$ cat src/rtl/game_pkg.sv
// Shared types and constants for the game state manager.
//   game_state_e : 2-bit game progression state (IDLE, PLAY, DYING, GAME_OVER)
//   TIMER_W      : width of the frame down-counters
//   timer_next   : next-count rule shared by frame_timer and the top, so the
//                  top can register outputs that depend on the next count.
package game_pkg;

    typedef enum logic [1:0] {
        ST_IDLE      = 2'd0,
        ST_PLAY      = 2'd1,
        ST_DYING     = 2'd2,
        ST_GAME_OVER = 2'd3
    } game_state_e;

    localparam int TIMER_W           = 7;
    localparam int LIVES_INIT_DEF    = 3;
    localparam int SCORE_W_DEF       = 14;
    localparam int MAX_SCORE_DEF     = 9999;
    localparam int HART_POINTS_DEF   = 10;
    localparam int DEATH_FRAMES_DEF  = 60;
    localparam int INVULN_FRAMES_DEF = 90;

    // Load wins over a step; a step on a zero count holds at zero.
    function automatic logic [TIMER_W-1:0] timer_next(
        input logic [TIMER_W-1:0] count,
        input logic               load,
        input logic [TIMER_W-1:0] load_val,
        input logic               step
    );
        logic [TIMER_W-1:0] nxt;
        if (load) begin
            nxt = load_val;
        end else if (step && (count != {TIMER_W{1'b0}})) begin
            nxt = count - {{(TIMER_W-1){1'b0}}, 1'b1};
        end else begin
            nxt = count;
        end
        return nxt;
    endfunction

endpackage

$ cat src/rtl/frame_timer.sv
// Loadable frame down-counter.
//   clk, resetN : clock, asynchronous active-low reset
//   load        : load count with load_val (wins over tick)
//   load_val    : value to load
//   tick        : per-frame tick (startOfFrame)
//   en          : tick qualifier
//   count       : current count
//   done        : strobe on the final tick; a count of 0 or 1 finishes on
//                 the next enabled tick, so a zero load behaves like one.
module frame_timer
    import game_pkg::*;
(
    input  logic               clk,
    input  logic               resetN,
    input  logic               load,
    input  logic [TIMER_W-1:0] load_val,
    input  logic               tick,
    input  logic               en,
    output logic [TIMER_W-1:0] count,
    output logic               done
);

    logic step_s;

    assign step_s = tick & en;
    assign done   = step_s & ~load &
                    (count <= {{(TIMER_W-1){1'b0}}, 1'b1});

    // Count register
    always_ff @(posedge clk or negedge resetN) begin
        if (!resetN) begin
            count <= {TIMER_W{1'b0}};
        end else begin
            count <= timer_next(count, load, load_val, step_s);
        end
    end

endmodule

$ cat src/rtl/game_state_manager.sv
// Game progression: score, lives, death/respawn timing, invulnerability
// blink and game-over, driven by per-frame collision pulses.
//   clk, resetN            : clock, asynchronous active-low reset
//   startOfFrame           : one-cycle frame pulse
//   start_key              : start button level (rising edge used)
//   SingleHitPulse         : collision event qualifier
//   strike                 : smiley-ghost overlap
//   collision_Smiley_Hart  : smiley-hart overlap
//   score, lives, state    : progression outputs
//   freeze                 : high except in PLAY
//   smiley_visible         : smiley draw enable (blinks while invulnerable)
//   respawn                : one-cycle pulse on DYING->PLAY
//   game_over              : high in GAME_OVER
module game_state_manager
    import game_pkg::*;
#(
    parameter int LIVES_INIT    = LIVES_INIT_DEF,
    parameter int SCORE_W       = SCORE_W_DEF,
    parameter int MAX_SCORE     = MAX_SCORE_DEF,
    parameter int HART_POINTS   = HART_POINTS_DEF,
    parameter int DEATH_FRAMES  = DEATH_FRAMES_DEF,
    parameter int INVULN_FRAMES = INVULN_FRAMES_DEF
) (
    input  logic               clk,
    input  logic               resetN,
    input  logic               startOfFrame,
    input  logic               start_key,
    input  logic               SingleHitPulse,
    input  logic               strike,
    input  logic               collision_Smiley_Hart,
    output logic [SCORE_W-1:0] score,
    output logic [2:0]         lives,
    output logic [1:0]         state,
    output logic               freeze,
    output logic               smiley_visible,
    output logic               respawn,
    output logic               game_over
);

    game_state_e        state_r, state_nx_s;
    logic               start_key_d_r;
    logic               start_rise_s;
    logic [SCORE_W-1:0] score_nx_s;
    logic [2:0]         lives_nx_s;
    logic               respawn_nx_s;
    logic [SCORE_W:0]   score_sum_s;

    logic               death_load_s, death_done_s;
    logic [TIMER_W-1:0] death_count_unused;
    logic               invuln_load_s, invuln_step_s, invuln_done_unused;
    logic [TIMER_W-1:0] invuln_val_s, invuln_count_s, invuln_nx_s;
    logic               visible_nx_s;

    assign start_rise_s  = start_key & ~start_key_d_r;
    assign invuln_step_s = startOfFrame & (state_r == ST_PLAY);
    assign score_sum_s   = {1'b0, score} + (SCORE_W+1)'(HART_POINTS);
    assign state         = state_r;

    frame_timer u_death_timer (
        .clk      (clk),
        .resetN   (resetN),
        .load     (death_load_s),
        .load_val (TIMER_W'(DEATH_FRAMES)),
        .tick     (startOfFrame),
        .en       (state_r == ST_DYING),
        .count    (death_count_unused),
        .done     (death_done_s)
    );

    frame_timer u_invuln_timer (
        .clk      (clk),
        .resetN   (resetN),
        .load     (invuln_load_s),
        .load_val (invuln_val_s),
        .tick     (startOfFrame),
        .en       (state_r == ST_PLAY),
        .count    (invuln_count_s),
        .done     (invuln_done_unused)
    );

    // Next-state, score/lives update and timer load decisions
    always_comb begin
        state_nx_s    = state_r;
        score_nx_s    = score;
        lives_nx_s    = lives;
        respawn_nx_s  = 1'b0;
        death_load_s  = 1'b0;
        invuln_load_s = 1'b0;
        invuln_val_s  = {TIMER_W{1'b0}};
        case (state_r)
            ST_IDLE: begin
                if (start_rise_s) begin
                    state_nx_s    = ST_PLAY;
                    score_nx_s    = {SCORE_W{1'b0}};
                    lives_nx_s    = 3'(LIVES_INIT);
                    invuln_load_s = 1'b1;
                end else begin
                    state_nx_s = ST_IDLE;
                end
            end
            ST_PLAY: begin
                if (SingleHitPulse) begin
                    // A strike only kills when not invulnerable; otherwise a
                    // coincident hart overlap still scores.
                    if (strike && (invuln_count_s == {TIMER_W{1'b0}}) &&
                        (lives != 3'd0)) begin
                        state_nx_s   = ST_DYING;
                        lives_nx_s   = lives - 3'd1;
                        death_load_s = 1'b1;
                    end else if (collision_Smiley_Hart) begin
                        if (score_sum_s > (SCORE_W+1)'(MAX_SCORE)) begin
                            score_nx_s = SCORE_W'(MAX_SCORE);
                        end else begin
                            score_nx_s = score_sum_s[SCORE_W-1:0];
                        end
                    end else begin
                        score_nx_s = score;
                    end
                end else begin
                    state_nx_s = ST_PLAY;
                end
            end
            ST_DYING: begin
                if (death_done_s) begin
                    if (lives == 3'd0) begin
                        state_nx_s = ST_GAME_OVER;
                    end else begin
                        state_nx_s    = ST_PLAY;
                        respawn_nx_s  = 1'b1;
                        invuln_load_s = 1'b1;
                        invuln_val_s  = TIMER_W'(INVULN_FRAMES);
                    end
                end else begin
                    state_nx_s = ST_DYING;
                end
            end
            ST_GAME_OVER: begin
                if (start_rise_s) begin
                    state_nx_s = ST_IDLE;
                end else begin
                    state_nx_s = ST_GAME_OVER;
                end
            end
            default: begin
                state_nx_s = ST_IDLE;
            end
        endcase
    end

    // Visibility computed from next state and next invulnerability count
    always_comb begin
        invuln_nx_s  = timer_next(invuln_count_s, invuln_load_s, invuln_val_s,
                                  invuln_step_s);
        visible_nx_s = 1'b1;
        if (state_nx_s == ST_GAME_OVER) begin
            visible_nx_s = 1'b0;
        end else if ((state_nx_s == ST_DYING) ||
                     (invuln_nx_s == {TIMER_W{1'b0}})) begin
            visible_nx_s = 1'b1;
        end else begin
            visible_nx_s = invuln_nx_s[3];
        end
    end

    // State, score, lives and registered outputs
    always_ff @(posedge clk or negedge resetN) begin
        if (!resetN) begin
            state_r        <= ST_IDLE;
            start_key_d_r  <= 1'b0;
            score          <= {SCORE_W{1'b0}};
            lives          <= 3'(LIVES_INIT);
            freeze         <= 1'b1;
            smiley_visible <= 1'b1;
            respawn        <= 1'b0;
            game_over      <= 1'b0;
        end else begin
            state_r        <= state_nx_s;
            start_key_d_r  <= start_key;
            score          <= score_nx_s;
            lives          <= lives_nx_s;
            freeze         <= (state_nx_s != ST_PLAY);
            smiley_visible <= visible_nx_s;
            respawn        <= respawn_nx_s;
            game_over      <= (state_nx_s == ST_GAME_OVER);
        end
    end

endmodule
$ cat config.mk
export PLATFORM = sky130hd
export DESIGN_NAME = game_state_manager
export DESIGN_NICKNAME = d
export VERILOG_FILES = /design/src/rtl/game_pkg.sv /design/src/rtl/frame_timer.sv /design/src/rtl/game_state_manager.sv
export SDC_FILE = /design/constraint.sdc
export NUM_CORES = 1
export LEC_CHECK = 0
export ABC_AREA = 1
export BUFFER_PORTS_ARGS = -buffer_cell sky130_fd_sc_hd__buf_2
export CORE_MARGIN = 2
export CORE_UTILIZATION = 45
export DETAILED_ROUTE_END_ITERATION = 12
export PLACE_DENSITY = 0.69
export SLEW_MARGIN = 20
export SYNTH_ARGS = -nofsm -noshare
export SYNTH_HDL_FRONTEND = slang
export SYNTH_SLANG_ARGS = --single-unit
$ cat constraint.sdc
create_clock -name clk -period 3.4 [get_ports clk]
set_input_delay 0.68 -clock clk [delete_from_list [all_inputs] [get_ports clk]]
set_output_delay 0.68 -clock clk [all_outputs]
set_load 0.01 [all_outputs]
==> metrics.txt, run 1 <==
# TYPE chip_impl_metric gauge
chip_impl_metric{name="gr-total-overflow",unit=""} 0
chip_impl_metric{name="detail_route.drc_violations",unit=""} 0
chip_impl_metric{name="groute.layer.met2.usage",unit="%"} 30.34
chip_impl_metric{name="dieArea",unit="sq um"} 6056
chip_impl_metric{name="synthDistinctLibCells",unit=""} 37
chip_impl_metric{name="grt_pass1_vias",unit=""} 2085
chip_impl_metric{name="floorplan.io_pins",unit=""} 30
chip_impl_metric{name="cellPowerDensity",unit="nW/um^2"} 772.2
chip_impl_metric{name="instance_count_after_placement_with_tap_cells_included",unit=""} 436
chip_impl_info{name="hold_path_class",value="input pin to async pin"} 1
chip_impl_metric{name="layoutNonFillerInstCount",unit=""} 444
chip_impl_metric{name="synth_async_sr_flop_share",unit="%"} 100.0
chip_impl_metric{name="timing.max_cap.violations",unit=""} 0
chip_impl_metric{name="globalRouteMet3Util",unit="%"} 4.767
chip_impl_info{name="cts_tree",value="built"} 1
chip_impl_metric{name="synth-edff-count",unit=""} 0
chip_impl_metric{name="post_cts_hold_buffer_count",unit=""} 0
chip_impl_metric{name="seq_area_frac_synth",unit="%"} 38.98
chip_impl_metric{name="finalMaxSlewViolations",unit=""} 0
chip_impl_metric{name="fp-row-count",unit=""} 26
chip_impl_metric{name="final_layout_size_suffix_gt1_share",unit="%"} 20.86
chip_impl_metric{name="num_vias",unit=""} 2171
chip_impl_metric{name="post_cts_resize_count",unit=""} 0
chip_impl_metric{name="required",unit="ns"} 3.57
chip_impl_metric{name="area.sequential",unit="sq um"} 955.9
chip_impl_metric{name="post_route_ant_nets",unit=""} 0
chip_impl_metric{name="worst-path-buf-inv",unit=""} 0
chip_impl_metric{name="mappedNetlistNets",unit=""} 354
chip_impl_metric{name="cp_data_arrival_time",unit="ns"} 2.07
chip_impl_metric{name="final_layout_setup_total_negative_slack",unit="ns"} 0
chip_impl_metric{name="via_density",unit=""} 4.890
chip_impl_metric{name="finish.net_count",unit=""} 389
chip_impl_metric{name="total_leakage_power",unit="nW"} 1.502
chip_impl_metric{name="synthesized_flop_and_latch_total",unit=""} 38
chip_impl_info{name="setup.worst_path.class",value="flop to flop"} 1
chip_impl_metric{name="cts_num_sinks",unit=""} 38
chip_impl_info{name="critical_path.startpoint_type",value="flop"} 1
chip_impl_metric{name="filler_cell_count",unit=""} 506
chip_impl_metric{name="clockBufferDepth",unit=""} 2
chip_impl_info{name="clockRootBuffer",value="clkbuf_8"} 1
chip_impl_info{name="critical_path.endpoint_type",value="flop"} 1
chip_impl_metric{name="htreeDepth",unit=""} 2
chip_impl_metric{name="synth_cells",unit=""} 338
chip_impl_metric{name="worst_slew_pin_slew",unit="ns"} 0.8355
chip_impl_metric{name="wire_per_inst",unit="um"} 12.12
chip_impl_info{name="crit_chain",value="ha_1, nor2_1, nor2_1, nand2_1, a21oi_1, nand2_1, nand2_1, nand2_1, nand2_2, nand2_2, nand3_2, nand3_1"} 1
chip_impl_metric{name="post-cts-setup-buffer-count",unit=""} 0
chip_impl_info{name="most_frequent_cell_on_the_critical_path",value="nand2_1"} 1
chip_impl_metric{name="report.final.hold_viol_count",unit=""} 0
chip_impl_metric{name="worst_skew_pair_latency",unit="ns"} 0.29
chip_impl_metric{name="dp_hpwl",unit="mm"} 4.135
chip_impl_metric{name="worst_clock_skew",unit="ns"} 0.01306
chip_impl_metric{name="period_needed",unit="ns"} 1.897
chip_impl_info{name="crit_family",value="simple AND/OR/NAND/NOR gates"} 1
chip_impl_metric{name="yosysWarnings",unit=""} 0
chip_impl_metric{name="drt_wl_total",unit="mm"} 5.383
chip_impl_metric{name="finalWeightedCongestion",unit=""} 0.9167
chip_impl_metric{name="placed_area",unit="sq um"} 2678
chip_impl_metric{name="postLayoutCellArea",unit="sq um"} 2764
chip_impl_metric{name="met1_routing_resource_usage_after_global_routing",unit="%"} 27.32
chip_impl_metric{name="final_min_period_over_clock_period",unit="%"} 55.79
chip_impl_metric{name="gr-usage-all-layers",unit="%"} 19.49
chip_impl_info{name="grt.busiest_layer",value="met2"} 1
chip_impl_info{name="layout_common_cells",value="nand2_1, inv_1, dfrtp_1, nor2_1, nand3_1"} 1
chip_impl_info{name="critical_path.slowest_cell",value="dfrtp_1"} 1
chip_impl_metric{name="fp.dieW",unit="um"} 77.82
chip_impl_metric{name="placeableCoreArea",unit="sq um"} 5172
chip_impl_metric{name="insertedDiodeCount",unit=""} 0
chip_impl_metric{name="max_stage_delay",unit="ns"} 0.44
chip_impl_metric{name="tritoncts.num_buffers",unit=""} 5
chip_impl_metric{name="io_buffers",unit=""} 29
chip_impl_metric{name="fmax",unit="MHz"} 527.2
chip_impl_metric{name="die_h",unit="um"} 77.82
chip_impl_metric{name="post_synth.cell_area_avg",unit="sq um"} 7.255
chip_impl_info{name="final_common_cell",value="nand2_1"} 1
chip_impl_metric{name="multi_input_area",unit="sq um"} 1297
chip_impl_metric{name="ir_drop",unit="uV"} 433.9
chip_impl_metric{name="netlist_area",unit="sq um"} 2452
chip_impl_info{name="run_status",value="complete, no violations"} 1
chip_impl_metric{name="slew_headroom",unit="%"} 44.30
chip_impl_metric{name="number_of_antenna_violations_at_the_first_check_in_global_routing",unit=""} 0
chip_impl_metric{name="maximum_number_of_pins_on_one_net_before_global_route_repair",unit=""} 39
chip_impl_metric{name="critical_path_peak_fanout",unit=""} 7
chip_impl_metric{name="global_route_wire_length_before_repair",unit="mm"} 9.425
chip_impl_metric{name="clkSlewWorstSetupHoldPaths",unit="ns"} 0.08
chip_impl_metric{name="syn_to_final_growth",unit="%"} 12.70
chip_impl_info{name="rsz0062_at_grt",value="false"} 1
chip_impl_info{name="yosys_most_used_dff",value="dfrtp_1"} 1
chip_impl_metric{name="drt_iter0_markers",unit=""} 148
chip_impl_metric{name="finish_stage_setup_viols",unit=""} 0
chip_impl_metric{name="start_util",unit="%"} 47.41
chip_impl_metric{name="first_pass_iters",unit=""} 4
metrics by stage:
| step | total power, mW | worst slack, ns | hold slack [ns] | util (%) |
|---|---|---|---|---|
| after floorplan | 1.555 | 1.708 | 0.3844 | - |
| after global placement | 1.813 | 1.478 | 0.4993 | 51.77 |
| after detailed placement | 1.835 | 1.475 | 0.5003 | 51.77 |
| after CTS | 2.148 | 1.508 | 0.5144 | 53.43 |
| after global routing | 2.349 | 1.253 | 0.5140 | 53.43 |
| final | 2.134 | 1.503 | 0.4917 | 53.43 |
synthesized netlist by cell type, drive strengths merged, types with 3 or more instances:
cell type / number / area share (%)
a21oi: 8 / 1.8
dfrtp: 34 / 35
dfstp: 4 / 4.3
ha: 9 / 4.6
inv: 50 / 7.7
nand2: 114 / 19
nand3: 35 / 8.2
nand4: 5 / 1.5
nor2: 39 / 7.3
nor3: 3 / 0.61
o21ai: 15 / 3.1
or2: 4 / 1.1
registers in the layout, summed over array words and instances, names as in the netlist:
name and count:
respawn 1, state 2, start_key_d_r 1, freeze 1
smiley_visible 1, lives 3, score 14, game_over 1
u_invuln_timer.count 7, u_death_timer.count 7
path summary, 6_finish.rpt:
path	start	end	slack, ns	cells past startpoint
min in group clk	u_death_timer.count[1]	u_death_timer.count[1]	0.51	2
hold / removal	resetN	score[13]	0.49	1
setup reg to reg	score[1]	score[2]	1.50	12
max in group asynchronous	resetN	state[0]	2.38	1
hold reg to reg	u_death_timer.count[1]	u_death_timer.count[1]	0.51	2
setup / recovery	score[1]	score[2]	1.50	12
cells by family (layout without fill, tap and decap cells):
group           Yosys count  after routing  share of synthesized area (%)
simple gates            202            202                          38.83
fa+ha+maj                 9              9                          4.592
flops                    38             38                          38.98
xor+xnor                  4              4                          1.429
buf+inv                  52             88                          8.112
compound gates           33             33                          8.061
where the power goes:
part           switching, mW  internal, mW
Clock                  0.156         0.145
Sequential             0.133         0.601
Combinational          0.722         0.377
cell type report:
class | instances | share of cell area, %
clock buffer | 6 | 2.626
tap | 70 | 3.169
sequential | 38 | 34.59
inverter | 51 | 6.926
clock inverter | 2 | 0.4980
timing repair buffer | 29 | 5.251
multi-input combinational | 248 | 46.94
per-layer routing:
layer  share of wire (%)  vias to the layer above
met2                  43                       40
met4                0.32                        0
li1                    -                     1133
met5                   0                        -
met1                  52                      996
met3                 4.1                        2
Note: power is estimated with default switching activity, not from simulation.
==> inputs of run 2 (changes only) <==
==> constraint.sdc (replaced) <==
create_clock -name clk -period 1.9 [get_ports clk]
set_input_delay 0.38 -clock clk [delete_from_list [all_inputs] [get_ports clk]]
set_output_delay 0.38 -clock clk [all_outputs]
set_load 0.01 [all_outputs]
==> metrics.txt, run 2 (synthesis results as in run 1) <==
# TYPE chip_impl_metric gauge
chip_impl_info{name="r2r_endpoint",value="score[10]"} 1
chip_impl_metric{name="htreeDepth",unit=""} 2
chip_impl_metric{name="report.final.hold_viol_count",unit=""} 0
chip_impl_metric{name="via_density",unit=""} 5.002
chip_impl_metric{name="ir_drop",unit="uV"} 694.9
chip_impl_metric{name="fin_hold_ws",unit="ns"} 0.07983
chip_impl_metric{name="tritoncts.num_buffers",unit=""} 5
chip_impl_metric{name="power_frac_clock",unit="%"} 19.2
chip_impl_metric{name="finalWeightedCongestion",unit=""} 0.9224
chip_impl_metric{name="gr-usage-all-layers",unit="%"} 19.86
chip_impl_metric{name="total_leakage_power",unit="nW"} 1.618
chip_impl_metric{name="postLayoutCellArea",unit="sq um"} 3049
chip_impl_metric{name="finish_stage_setup_viols",unit=""} 0
chip_impl_info{name="rsz0062_at_grt",value="true"} 1
chip_impl_metric{name="fp.dieW",unit="um"} 77.82
chip_impl_metric{name="cellPowerDensity",unit="nW/um^2"} 1469
chip_impl_info{name="setup.worst_path.class",value="flop to flop"} 1
chip_impl_metric{name="maximum_number_of_pins_on_one_net_before_global_route_repair",unit=""} 27
chip_impl_info{name="critical_path.startpoint_type",value="flop"} 1
chip_impl_metric{name="setup_slack_of_the_worst_register_to_register_path",unit="ns"} 0.11
chip_impl_info{name="critical_path.endpoint_type",value="flop"} 1
chip_impl_metric{name="required",unit="ns"} 2.08
chip_impl_metric{name="global_route_wire_length_before_repair",unit="mm"} 9.729
chip_impl_metric{name="grt_pass1_vias",unit=""} 2174
chip_impl_metric{name="finalMaxSlewViolations",unit=""} 0
chip_impl_info{name="layout_common_cells",value="nand2_1, inv_1, buf_2, nor2_1, dfrtp_1"} 1
chip_impl_metric{name="period_needed",unit="ns"} 1.795
chip_impl_metric{name="fp-row-count",unit=""} 26
chip_impl_metric{name="gr-total-overflow",unit=""} 0
chip_impl_metric{name="drt_iter0_markers",unit=""} 122
chip_impl_metric{name="num_vias",unit=""} 2296
chip_impl_metric{name="total_power",unit="mW"} 4.478
chip_impl_metric{name="number_of_antenna_violations_at_the_first_check_in_global_routing",unit=""} 0
chip_impl_metric{name="reg2reg_depth",unit=""} 14
chip_impl_metric{name="wire_per_inst",unit="um"} 12.42
chip_impl_metric{name="pwr-share-comb",unit="%"} 50.9
chip_impl_metric{name="final_layout_setup_total_negative_slack",unit="ns"} 0
chip_impl_metric{name="cell_internal_pwr",unit="mW"} 2.507
chip_impl_metric{name="fmax",unit="MHz"} 557.1
chip_impl_metric{name="placeableCoreArea",unit="sq um"} 5172
chip_impl_info{name="final_common_cell",value="nand2_1"} 1
chip_impl_metric{name="worst_clock_skew",unit="ns"} 0.009629
chip_impl_metric{name="worst_skew_pair_latency",unit="ns"} 0.30
chip_impl_info{name="hold_path_class",value="input pin to async pin"} 1
chip_impl_metric{name="finish.net_count",unit=""} 404
chip_impl_metric{name="largest_register_ff_count",unit=""} 14
chip_impl_metric{name="die_h",unit="um"} 77.82
chip_impl_info{name="critical_path.reg2reg.startpoint",value="score[1]"} 1
chip_impl_metric{name="power_switching_share",unit="%"} 44.01
chip_impl_info{name="clockRootBuffer",value="clkbuf_8"} 1
chip_impl_metric{name="final_min_period_over_clock_period",unit="%"} 94.47
chip_impl_info{name="run_status",value="complete, no violations"} 1
chip_impl_info{name="crit_chain",value="inv_1, ha_4, nor2_2, nor2_1, nand2_1, nand2_1, nor2_1, nand2_1, nand2_1, nand2_1, nand2_2, nand2_2, nand3_4, nand3_2"} 1
chip_impl_metric{name="cp_data_arrival_time",unit="ns"} 1.98
chip_impl_info{name="cts_tree",value="built"} 1
chip_impl_metric{name="max_stage_delay",unit="ns"} 0.46
chip_impl_metric{name="p_sw",unit="mW"} 1.971
chip_impl_metric{name="seqPwrFrac",unit="%"} 29.9
chip_impl_metric{name="io_buffers",unit=""} 29
chip_impl_metric{name="detail_route.drc_violations",unit=""} 0
chip_impl_metric{name="clockBufferDepth",unit=""} 2
chip_impl_metric{name="insertedDiodeCount",unit=""} 0
chip_impl_metric{name="clkSlewWorstSetupHoldPaths",unit="ns"} 0.08
chip_impl_metric{name="critical_path_peak_fanout",unit=""} 6
chip_impl_metric{name="placed_area",unit="sq um"} 2723
chip_impl_metric{name="drt_wl_total",unit="mm"} 5.701
chip_impl_metric{name="slew_headroom",unit="%"} 60.29
chip_impl_info{name="most_frequent_cell_on_the_critical_path",value="nand2_1"} 1
chip_impl_info{name="critical_path.slowest_cell",value="dfrtp_2"} 1
chip_impl_metric{name="dp_hpwl",unit="mm"} 4.222
chip_impl_metric{name="start_util",unit="%"} 47.41
chip_impl_metric{name="final_layout_size_suffix_gt1_share",unit="%"} 29.82
chip_impl_metric{name="floorplan.io_pins",unit=""} 30
chip_impl_metric{name="cts_num_sinks",unit=""} 38
chip_impl_metric{name="first_pass_iters",unit=""} 4
chip_impl_info{name="regMostFlops",value="score"} 1
chip_impl_metric{name="final_core_utilization",unit="%"} 58.95
chip_impl_metric{name="timing.max_cap.violations",unit=""} 0
chip_impl_metric{name="syn_to_final_growth",unit="%"} 24.34
chip_impl_metric{name="worst_slew_pin_slew",unit="ns"} 0.5956
chip_impl_info{name="reg.largest.list",value="score: 14 flops, u_death_timer.count: 7 flops, u_invuln_timer.count: 7 flops"} 1
chip_impl_metric{name="dieArea",unit="sq um"} 6056
chip_impl_metric{name="post_route_ant_nets",unit=""} 0
-- run 2: worst max-delay path, delay by kind of cell, from the launching register on --
kind                     cells  cell delay (ns)
adder cells (fa/ha/maj)      1             0.22
buffers and inverters        1             0.13
flip-flops                   1             0.46
AND/OR/NAND/NOR             12             0.88
-- run 2: power groups by stage --
stage	registers [mW]	logic, mW	clock network, mW
floorplan	1.32	1.46	0
global placement	1.31	1.99	0
detailed placement	1.32	2.01	0
CTS	1.31	2.03	0.874
global route	1.38	2.58	0.915
finish	1.34	2.28	0.862
-- run 2: timing repair --
| action | CTS | global route |
|---|---|---|
| gates cloned | 0 | 1 |
| setup endpoints to repair | 3 | 18 |
| hold buffers | 0 | 0 |
| buffers inserted | 0 | 8 |
| pin swaps | 0 | 10 |
| gates resized for setup | 1 | 33 |
-- run 2: worst max path at each step --
stage | start | endpoint | slack, ns
CTS | score[1] | score[10] | 0.005
global placement | score[1] | score[5] | 0.04
finish | score[1] | score[10] | 0.11
detailed placement | score[1] | score[10] | 0.003
global route | score[2] | score[2] | -0.05
floorplan | score[1] | score[10] | 0.21
-- run 2: area by class of cell --
class                      instances  area, sq um
fill                             467         2123
clock buffer                       6        82.58
sequential                        38        963.4
clock inverter                     2        60.06
multi-input combinational        249         1410
tap                               70        87.58
timing repair buffer              43        254.0
inverter                          51        191.4
-- run 2: routing by layer --
metal / vias to the layer above / track usage (%) / part of all wire, %
met2: 40 / 29.91 / 46
met3: 12 / 2.791 / 3.4
li1: 1176 / - / -
met1: 1068 / 28.46 / 49
met5: - / 0 / 0
met4: 0 / 8.393 / 1.9
-- run 2: stage by stage --
stage                     setup WS, ns  instances
final                           0.1051        459
after detailed placement      0.003053        442
after CTS                     0.005487        450
after floorplan                 0.2079        338
after global routing          -0.05389        459
after global placement         0.03819        442
